--- src/rtl/pattern_scan_ctrl_pkg.sv ---
// Shared encodings and constants for the serial pattern scanner.
package pattern_scan_ctrl_pkg;

    localparam int WORD_W   = 8;
    localparam int CNT_W    = 8;
    localparam int PAT_LEN  = 5;
    localparam int BITCNT_W = $clog2(WORD_W + 1);

    localparam logic [PAT_LEN-1:0] PATTERN = 5'b10110;

    typedef enum logic [1:0] {
        ST_IDLE,
        ST_RUN,
        ST_DONE
    } ctrl_state_t;

    typedef enum logic [2:0] {
        DET_S0,
        DET_S1,
        DET_S2,
        DET_S3,
        DET_S4
    } det_state_t;

endpackage

--- src/rtl/pattern_bit_det.sv ---
// Mealy detector for PATTERN (non-overlapping). The match output is combinational;
// the controller registers it into match_pulse.
module pattern_bit_det
    import pattern_scan_ctrl_pkg::*;
(
    input  logic clk,
    input  logic rst,
    input  logic clr,
    input  logic bit_valid,
    input  logic bit_in,
    output logic match
);

    det_state_t state_reg, state_next;

    always_ff @(posedge clk or negedge rst) begin
        if (!rst) begin
            state_reg <= DET_S0;
        end else begin
            state_reg <= state_next;
        end
    end

    // Each state expects the next pattern bit MSB first; mismatches fall back
    // to the longest prefix still usable.
    always_comb begin
        state_next = state_reg;
        match      = 1'b0;
        if (clr) begin
            state_next = DET_S0;
        end else if (bit_valid) begin
            case (state_reg)
                DET_S0: state_next = (bit_in == PATTERN[4]) ? DET_S1 : DET_S0;
                DET_S1: state_next = (bit_in == PATTERN[3]) ? DET_S2 : DET_S1;
                DET_S2: state_next = (bit_in == PATTERN[2]) ? DET_S3 : DET_S0;
                DET_S3: state_next = (bit_in == PATTERN[1]) ? DET_S4 : DET_S2;
                DET_S4: begin
                    if (bit_in == PATTERN[0]) begin
                        match      = 1'b1;
                        state_next = DET_S0;
                    end else begin
                        state_next = DET_S1;
                    end
                end
                default: state_next = DET_S0;
            endcase
        end
    end

endmodule

--- src/rtl/pattern_scan_ctrl.sv ---
// Job controller: accepts words, serialises them MSB first into the detector,
// counts matches and stops at the latched limit.
module pattern_scan_ctrl
    import pattern_scan_ctrl_pkg::*;
(
    input  logic              clk,
    input  logic              rst,
    input  logic              start,
    input  logic              abort,
    input  logic [CNT_W-1:0]  match_limit,
    input  logic              in_valid,
    input  logic [WORD_W-1:0] in_data,
    output logic              in_ready,
    output logic              match_pulse,
    output logic [CNT_W-1:0]  match_count,
    output logic              busy,
    output logic              done
);

    ctrl_state_t          state_reg, state_next;
    logic [WORD_W-1:0]    shift_reg, shift_next;
    logic [BITCNT_W-1:0]  bit_cnt_reg, bit_cnt_next;
    logic [CNT_W-1:0]     limit_reg, limit_next;
    logic [CNT_W-1:0]     count_reg, count_next;
    logic [CNT_W-1:0]     count_inc;
    logic                 pulse_reg, pulse_next;
    logic                 start_go;
    logic                 accept;
    logic                 bit_valid;
    logic                 det_clr;
    logic                 det_match;

    assign start_go  = start && !abort && (state_reg != ST_RUN);
    assign bit_valid = (state_reg == ST_RUN) && (bit_cnt_reg != '0);
    assign in_ready  = (state_reg == ST_RUN) && (bit_cnt_reg <= BITCNT_W'(1)) && !abort;
    assign accept    = in_valid && in_ready;
    assign det_clr   = start_go || abort;
    assign count_inc = (count_reg == '1) ? count_reg : count_reg + 1'b1;

    pattern_bit_det u_det (
        .clk       (clk),
        .rst       (rst),
        .clr       (det_clr),
        .bit_valid (bit_valid),
        .bit_in    (shift_reg[WORD_W-1]),
        .match     (det_match)
    );

    always_ff @(posedge clk or negedge rst) begin
        if (!rst) begin
            state_reg   <= ST_IDLE;
            shift_reg   <= '0;
            bit_cnt_reg <= '0;
            limit_reg   <= '0;
            count_reg   <= '0;
            pulse_reg   <= 1'b0;
        end else begin
            state_reg   <= state_next;
            shift_reg   <= shift_next;
            bit_cnt_reg <= bit_cnt_next;
            limit_reg   <= limit_next;
            count_reg   <= count_next;
            pulse_reg   <= pulse_next;
        end
    end

    always_comb begin
        state_next   = state_reg;
        shift_next   = shift_reg;
        bit_cnt_next = bit_cnt_reg;
        limit_next   = limit_reg;
        count_next   = count_reg;
        pulse_next   = 1'b0;

        case (state_reg)
            ST_IDLE, ST_DONE: begin
                if (start_go) begin
                    state_next   = ST_RUN;
                    limit_next   = match_limit;
                    count_next   = '0;
                    bit_cnt_next = '0;
                end
            end
            ST_RUN: begin
                if (bit_valid) begin
                    shift_next   = {shift_reg[WORD_W-2:0], 1'b0};
                    bit_cnt_next = bit_cnt_reg - 1'b1;
                end
                // A new word may load on the last-bit cycle of the previous one.
                if (accept) begin
                    shift_next   = in_data;
                    bit_cnt_next = BITCNT_W'(WORD_W);
                end
                if (det_match) begin
                    pulse_next = 1'b1;
                    count_next = count_inc;
                    if ((limit_reg != '0) && (count_inc == limit_reg)) begin
                        state_next   = ST_DONE;
                        bit_cnt_next = '0;
                    end
                end
            end
            default: state_next = ST_IDLE;
        endcase

        // Abort wins over everything, discards the word and freezes the count.
        if (abort) begin
            state_next   = ST_IDLE;
            bit_cnt_next = '0;
            count_next   = count_reg;
            pulse_next   = 1'b0;
        end
    end

    assign match_pulse = pulse_reg;
    assign match_count = count_reg;
    assign busy        = (state_reg == ST_RUN);
    assign done        = (state_reg == ST_DONE);

endmodule
--- config.mk ---
export PLATFORM = sky130hd
export DESIGN_NAME = pattern_scan_ctrl
export DESIGN_NICKNAME = d
export VERILOG_FILES = /design/src/rtl/pattern_scan_ctrl_pkg.sv /design/src/rtl/pattern_bit_det.sv /design/src/rtl/pattern_scan_ctrl.sv
export SDC_FILE = /design/constraint.sdc
export NUM_CORES = 1
export LEC_CHECK = 0
export CAP_MARGIN = 20
export CORE_MARGIN = 3
export CORE_UTILIZATION = 50
export DETAILED_ROUTE_END_ITERATION = 10
export DONT_BUFFER_PORTS = 1
export GPL_TIMING_DRIVEN = 0
export PLACE_DENSITY = 0.74
export REMOVE_ABC_BUFFERS = 1
export SETUP_SLACK_MARGIN = 0.2
export SLEW_MARGIN = 20
export SYNTH_ARGS = -nofsm -noshare
export SYNTH_HDL_FRONTEND = slang
export SYNTH_SLANG_ARGS = --single-unit
--- constraint.sdc ---
create_clock -name clk -period 2.6 [get_ports clk]
set_input_delay 0.39 -clock clk [delete_from_list [all_inputs] [get_ports clk]]
set_output_delay 0.39 -clock clk [all_outputs]
set_load 0.03 [all_outputs]
==> flow_metrics.tcl, run 1 <==
set metrics [dict create \
    synth_edf_count 0 \
    tightest_slew_ns 0.734 \
    io_pins 33 \
    start_kind "register" \
    start_util 0.541 \
    dp_hpwl_um 3170 \
    min_path_type "in -> reg" \
    power_mw 1.44 \
    dr_wl_met3_um 258 \
    cp-end-kind "register" \
    drt-pass1-iter-count 4 \
    finalInstanceArea_sq_um 2250 \
    slew_headroom 0.509 \
    die-area_sq_um 4920 \
    cts_max_level 2 \
    wl_met1_um 2070 \
    drt-initial-drc-count 102 \
    grt_usage 0.187 \
    ys.flop_type "dfrtp_1" \
    dp_slack_ns -0.103 \
    cts_tree "yes" \
    path_depth 7 \
    clk_latency_ns 0.28 \
    grt_pass1_wl_um 7510 \
    routed.top_layer "met4" \
    r2r_cells 7 \
    root_buffer "clkbuf_8" \
    finClkSkew_ns 0.00682 \
    drive_above_1_share 0.170 \
    avgRoutedWirePerCell_um 16.2 \
    critPathKind "reg -> reg" \
    dpl.cell_count 267 \
    combPwrFrac 0.242 \
    numPortBuffers 0 \
    grt_max_degree 35 \
    worstPathMaxFanout 13 \
    rows 22 \
    cts.sinks 34 \
    final_nets 255 \
    drv_cap 0 \
    r2r_end "state_reg[0]$_DFFE_PN0P_" \
    p_switching_mw 0.453 \
    clockBufferDepth 2 \
    vdd_drop_max_mv 0.400 \
    yosysWarnings 0 \
    ant_nets 0 \
    finalSetupTns_ns 0 \
    internal-power_mw 0.983 \
    dieWidth_um 70.1 \
    drt-vias-per-instance 6.23 \
    synth_cell_type_count 46 \
    syn_area_per_cell_sq_um 8.94 \
    status "finished, final reports clean" \
    wl_met2_um 2150 \
    gp_congestion 0.932 \
    p_per_area_nw_per_um2 638 \
    ys_async_sr_fraction 1.00 \
    die_h_um 70.1 \
    postSynthCellCount 230 \
    clockPowerShare 0.258 \
    switching_share 0.316 \
    grt_setup_unrepaired "yes" \
    numCtsBuffers 5 \
    drt-total-wl_um 4510 \
    max_stage_delay_ns 0.55 \
    finalCritPeriodShare 0.893 \
    crit_slowest_cell "or4b_1" \
    fmax_mhz 431 \
    cp.required_ns 2.76 \
    synth-seq-area-share 0.414 \
    core_area_sq_um 3800 \
    r2r-start "shift_reg[7]$_DFFE_PN0P_" \
    path_buf_inv 1 \
    antenna_found_initial 0 \
    grt_pass1_vias 1574 \
    cp_top_family "simple AND/OR/NAND/NOR gates" \
    stdcell_count 278 \
    netlist_area_sq_um 2060 \
    syn_to_final_growth_pct 9.56 \
    fin_crit_ns 2.32 \
    r2r_setup_slack_ns 0.28 \
    crit_chain "or4b_1 > or3_4 > clkinv_8 > o311ai_4 > a2111oi_2 > and4bb_4 > o22ai_1" \
    cts.reportedPaths.clkPinSlew_ns 0.07 \
    worstHoldStart "abort" \
    vias 1731 \
    endpoint "state_reg[0]$_DFFE_PN0P_" \
    num_antenna_cells 0 \
    fill_cells 335 \
    crit_start "shift_reg[7]$_DFFE_PN0P_" \
    synth_seq_cells 34 \
    drc_errors 0 \
    hold_viol 0 \
    postPlaceCellArea_sq_um 2070 \
    p_leak_nw 0.870 \
    cp.arrival_ns 2.48 \
    drv_slew 0 \
    setup-violations-final 0 \
    setup_ws_ns 0.279 \
    pwr-share-seq 0.500 \
    gr-total-overflow 0 \
]
cells in the mapped netlist, types with 3 or more instances:
master,count,share of area
a21o_1,3,0.011
a21oi_1,9,0.022
a31oi_1,9,0.027
and2_1,3,0.0091
and3_1,3,0.0091
and4_1,3,0.013
clkbuf_1,9,0.016
dfrtp_1,34,0.41
ha_1,4,0.024
inv_1,6,0.011
mux2_2,9,0.049
nand2_1,34,0.062
nand2b_1,4,0.012
nand3_1,13,0.032
nand4_1,3,0.0091
nor2_1,24,0.044
nor3_1,5,0.012
nor4_1,3,0.0091
o21ai_0,7,0.017
o22ai_1,3,0.0091
o31ai_1,5,0.018
xnor2_1,8,0.034
kinds of logic after synthesis:
family	share of synthesized area
muxes	0.0590
AOI/OAI and AO/OA	0.167
adders and majority gates	0.0243
DFF	0.414
xor gates and xnor gates	0.0383
buffers and inverters	0.0365
and+or+nand+nor	0.261
power by group through the flow:
stage / logic [mW] / registers, mW / clock network [mW]
2_1_floorplan: 0.255 / 0.702 / 0
3_3_place_gp: 0.291 / 0.722 / 0
3_5_place_dp: 0.298 / 0.725 / 0
4_1_cts: 0.320 / 0.717 / 0.378
5_1_grt: 0.389 / 0.729 / 0.399
6_report: 0.348 / 0.718 / 0.371
final cells by class:
cell class                 instances  area, sq um  area share
tap                               48         60.1      0.0267
timing repair buffer               4         45.0      0.0200
sequential                        34          861       0.382
clock inverter                     1         7.51     0.00333
multi-input combinational        178         1170       0.518
clock buffer                       6         72.6      0.0322
inverter                           7         38.8      0.0172
worst reg2reg max path: stages, from the launching register on:
cell and delay (ns):
dfrtp_1 0.41, or4b_1 0.55, or3_4 0.41, clkinv_8 0.10, o311ai_4 0.09, a2111oi_2 0.21
and4bb_4 0.34, o22ai_1 0.10
metal layers:
metal	vias up	GRT usage
met4	0	0.0426
met1	842	0.262
li1	832	-
met2	55	0.291
met3	2	0.0460
met5	-	0
metrics by stage:
| step | util | hold slack, ns |
|---|---|---|
| after global routing | 0.593 | 0.210 |
| after global placement | 0.545 | 0.0952 |
| after floorplan | - | 0.0944 |
| after detailed placement | 0.545 | 0.0953 |
| final | 0.593 | 0.215 |
| after CTS | 0.581 | 0.208 |
repair_timing:
| item | in CTS | in global routing |
|---|---|---|
| setup buffers | 0 | 2 |
| hold buffers | 2 | 0 |
| pin swaps | 2 | 1 |
| gates resized for setup | 8 | 8 |
| setup endpoints to repair | 15 | 15 |
| hold endpoints to repair | 34 | 0 |
layout by cell type, fill, tap and decap left out, types with 2 or more instances in the layout:
master,instances
xnor2_1,8
a31oi_1,9
inv_1,6
and2_1,3
mux2i_1,2
nand2_1,33
dfrtp_2,8
o31a_1,2
o31ai_1,5
o21ai_0,7
a21o_1,3
clkbuf_8,5
nand4_1,3
nand3_1,13
and4_1,3
nand2b_1,3
buf_4,2
o22ai_1,3
dfrtp_1,26
a21oi_1,9
or4_1,2
ha_1,3
mux2_2,9
nor3_1,5
nor4_1,2
nor2_1,23
and3_1,3
o2111ai_1,2
worst min path at each step:
stage	end	slack [ns]	cells after the start
finish	state_reg[0]$_DFFE_PN0P_	0.21	1
global route	state_reg[0]$_DFFE_PN0P_	0.21	1
CTS	state_reg[0]$_DFFE_PN0P_	0.21	1
detailed placement	shift_reg[6]$_DFFE_PN0P_	0.1	0
global placement	shift_reg[6]$_DFFE_PN0P_	0.1	0
floorplan	bit_cnt_reg[0]$_DFFE_PN0P_	0.09	0
No activity file was read; power rests on OpenSTA's default activity.
==> run 2, diff against run 1 <==
--- a/config.mk
+++ b/config.mk
@@ -5,13 +5,14 @@
 export SDC_FILE = /design/constraint.sdc
 export NUM_CORES = 1
 export LEC_CHECK = 0
-export CAP_MARGIN = 20
+export CAP_MARGIN = 5
 export CORE_MARGIN = 3
-export CORE_UTILIZATION = 50
+export CORE_UTILIZATION = 45
 export DETAILED_ROUTE_END_ITERATION = 10
 export DONT_BUFFER_PORTS = 1
+export GPL_ROUTABILITY_DRIVEN = 0
 export GPL_TIMING_DRIVEN = 0
-export PLACE_DENSITY = 0.74
+export PLACE_DENSITY = 0.69
 export REMOVE_ABC_BUFFERS = 1
 export SETUP_SLACK_MARGIN = 0.2
 export SLEW_MARGIN = 20
==> run 2 against run 1 <==
  * Cell count increased by 4.0%
  * Final area increased by 5.3%
  * Worst setup slack got worse by 0.022 ns
  * Power increased by 15%
  * Sequential power about the same
  * Core utilization decreased by 2.8 points
  * Critical path type unchanged
  * Highest routed layer unchanged
==> flow_metrics.tcl, run 2 (same netlist as run 1, synthesis figures left out) <==
set metrics [dict create \
    ant_nets 0 \
    worstPathMaxFanout 13 \
    postPlaceCellArea_sq_um 2070 \
    stdcell_count 289 \
    routed.top_layer "met4" \
    cts.sinks 34 \
    cts_max_level 2 \
    cp_top_family "simple AND/OR/NAND/NOR gates" \
    dieWidth_um 73.6 \
    root_buffer "clkbuf_8" \
    internal-power_mw 1.18 \
    rows 23 \
    numCtsBuffers 5 \
    antenna_found_initial 0 \
    drive_above_1_share 0.201 \
    io_pins 33 \
    num_antenna_cells 0 \
    crit_slowest_cell "or4b_1" \
    cp.arrival_ns 2.51 \
    core_area_sq_um 4200 \
    min_path_type "in -> reg" \
    cp-end-kind "register" \
    grt_pass1_wl_um 7910 \
    setup_ws_ns 0.257 \
    pwr-share-seq 0.433 \
    start_util 0.489 \
    tightest_slew_ns 0.757 \
    max_stage_delay_ns 0.52 \
    drv_slew 0 \
    cts_tree "yes" \
    drv_cap 0 \
    fin_util 0.565 \
    clockPowerShare 0.356 \
    wl_met1_um 2160 \
    grt_usage 0.187 \
    switching_share 0.289 \
    finalCritPeriodShare 0.901 \
    drt-total-wl_um 4820 \
    die-area_sq_um 5420 \
    fmax_mhz 427 \
    drt-pass1-iter-count 4 \
    grt_setup_unrepaired "yes" \
    fin_crit_ns 2.34 \
    cp.required_ns 2.77 \
    dr_wl_met3_um 415 \
    drc_errors 0 \
    grt_max_degree 35 \
    status "finished, final reports clean" \
    cts.reportedPaths.clkPinSlew_ns 0.07 \
    finalInstanceArea_sq_um 2370 \
    timing.hold.ws_ns 0.207 \
    crit_chain "or4b_1 > or3_4 > clkinv_8 > o311ai_4 > a2111oi_4 > and4bb_4 > o31ai_1" \
    setup-violations-final 0 \
    final_cell_mix "nand2_1, dfrtp_1, nor2_1" \
    dpl.cell_count 269 \
    die_h_um 73.6 \
    combPwrFrac 0.211 \
    numPortBuffers 0 \
    clockBufferDepth 2 \
    avgRoutedWirePerCell_um 16.7 \
    layout_commonest_cell "nand2_1" \
    dp_slack_ns -0.0843 \
    clk_latency_ns 0.29 \
    final_nets 263 \
    slew_headroom 0.495 \
    vdd_drop_max_mv 0.348 \
    gr-total-overflow 0 \
    critPathKind "reg -> reg" \
    drt-initial-drc-count 148 \
    p_switching_mw 0.478 \
    power_mw 1.66 \
    drt-vias-per-instance 6.06 \
    wl_met2_um 2200 \
    start_kind "register" \
    p_leak_nw 0.940 \
    finalSetupTns_ns 0 \
    path_buf_inv 1 \
    vias 1750 \
    syn_to_final_growth_pct 15.4 \
    p_per_area_nw_per_um2 699 \
    grt_pass1_vias 1655 \
    finClkSkew_ns 0.00833 \
    hold_viol 0 \
    dp_hpwl_um 3160 \
]
run 2: power groups by stage:
stage	Clock (mW)	Sequential, mW	Combinational (mW)
2_1_floorplan	0	0.702	0.255
3_5_place_dp	0	0.729	0.297
5_1_grt	0.615	0.730	0.399
4_1_cts	0.598	0.715	0.341
6_report	0.590	0.718	0.350
3_3_place_gp	0	0.725	0.292
run 2: worst paths after layout:
check	slack, ns	endpoint	startpoint	depth (start not counted)
max	0.26	bit_cnt_reg[3]$_DFFE_PN0P_	u_det.state_reg[1]$_DFFE_PN0P_	7
min	0.21	state_reg[0]$_DFFE_PN0P_	abort	1
max reg2reg	0.26	bit_cnt_reg[3]$_DFFE_PN0P_	u_det.state_reg[1]$_DFFE_PN0P_	7
min reg2reg	0.50	shift_reg[0]$_DFFE_PN0P_	shift_reg[0]$_DFFE_PN0P_	2
max in group asynchronous	1.86	match_count[4]$_DFFE_PN0P_	rst	2
min in group asynchronous	0.54	shift_reg[6]$_DFFE_PN0P_	rst	2
run 2: worst reg2reg max path, delay by kind of cell, from the launching register on:
kind            cells  cell delay (ns)
flops               1             0.43
simple gates        3             1.30
buf+inv             1             0.10
compound gates      3             0.40
run 2: layout make-up:
cell class | count | area (sq um)
fill | 370 | 1830
multi-input combinational | 178 | 1170
sequential | 34 | 862
timing repair buffer | 12 | 100
clock buffer | 5 | 68.8
clock inverter | 3 | 68.8
tap | 50 | 62.6
inverter | 7 | 38.8
run 2: per-layer routing:
layer | vias to the layer above | global-route usage
met2 | 59 | 0.275
met1 | 838 | 0.265
met5 | - | 0
met4 | 0 | 0.0563
li1 | 846 | -
met3 | 7 | 0.0561
run 2: repair_timing:
action	in CTS	in global routing
endpoints found under the setup margin	15	13
setup buffers	1	9
gates resized for setup	12	4
hold endpoints to repair	34	0
hold buffers	2	0
pin swaps	3	4
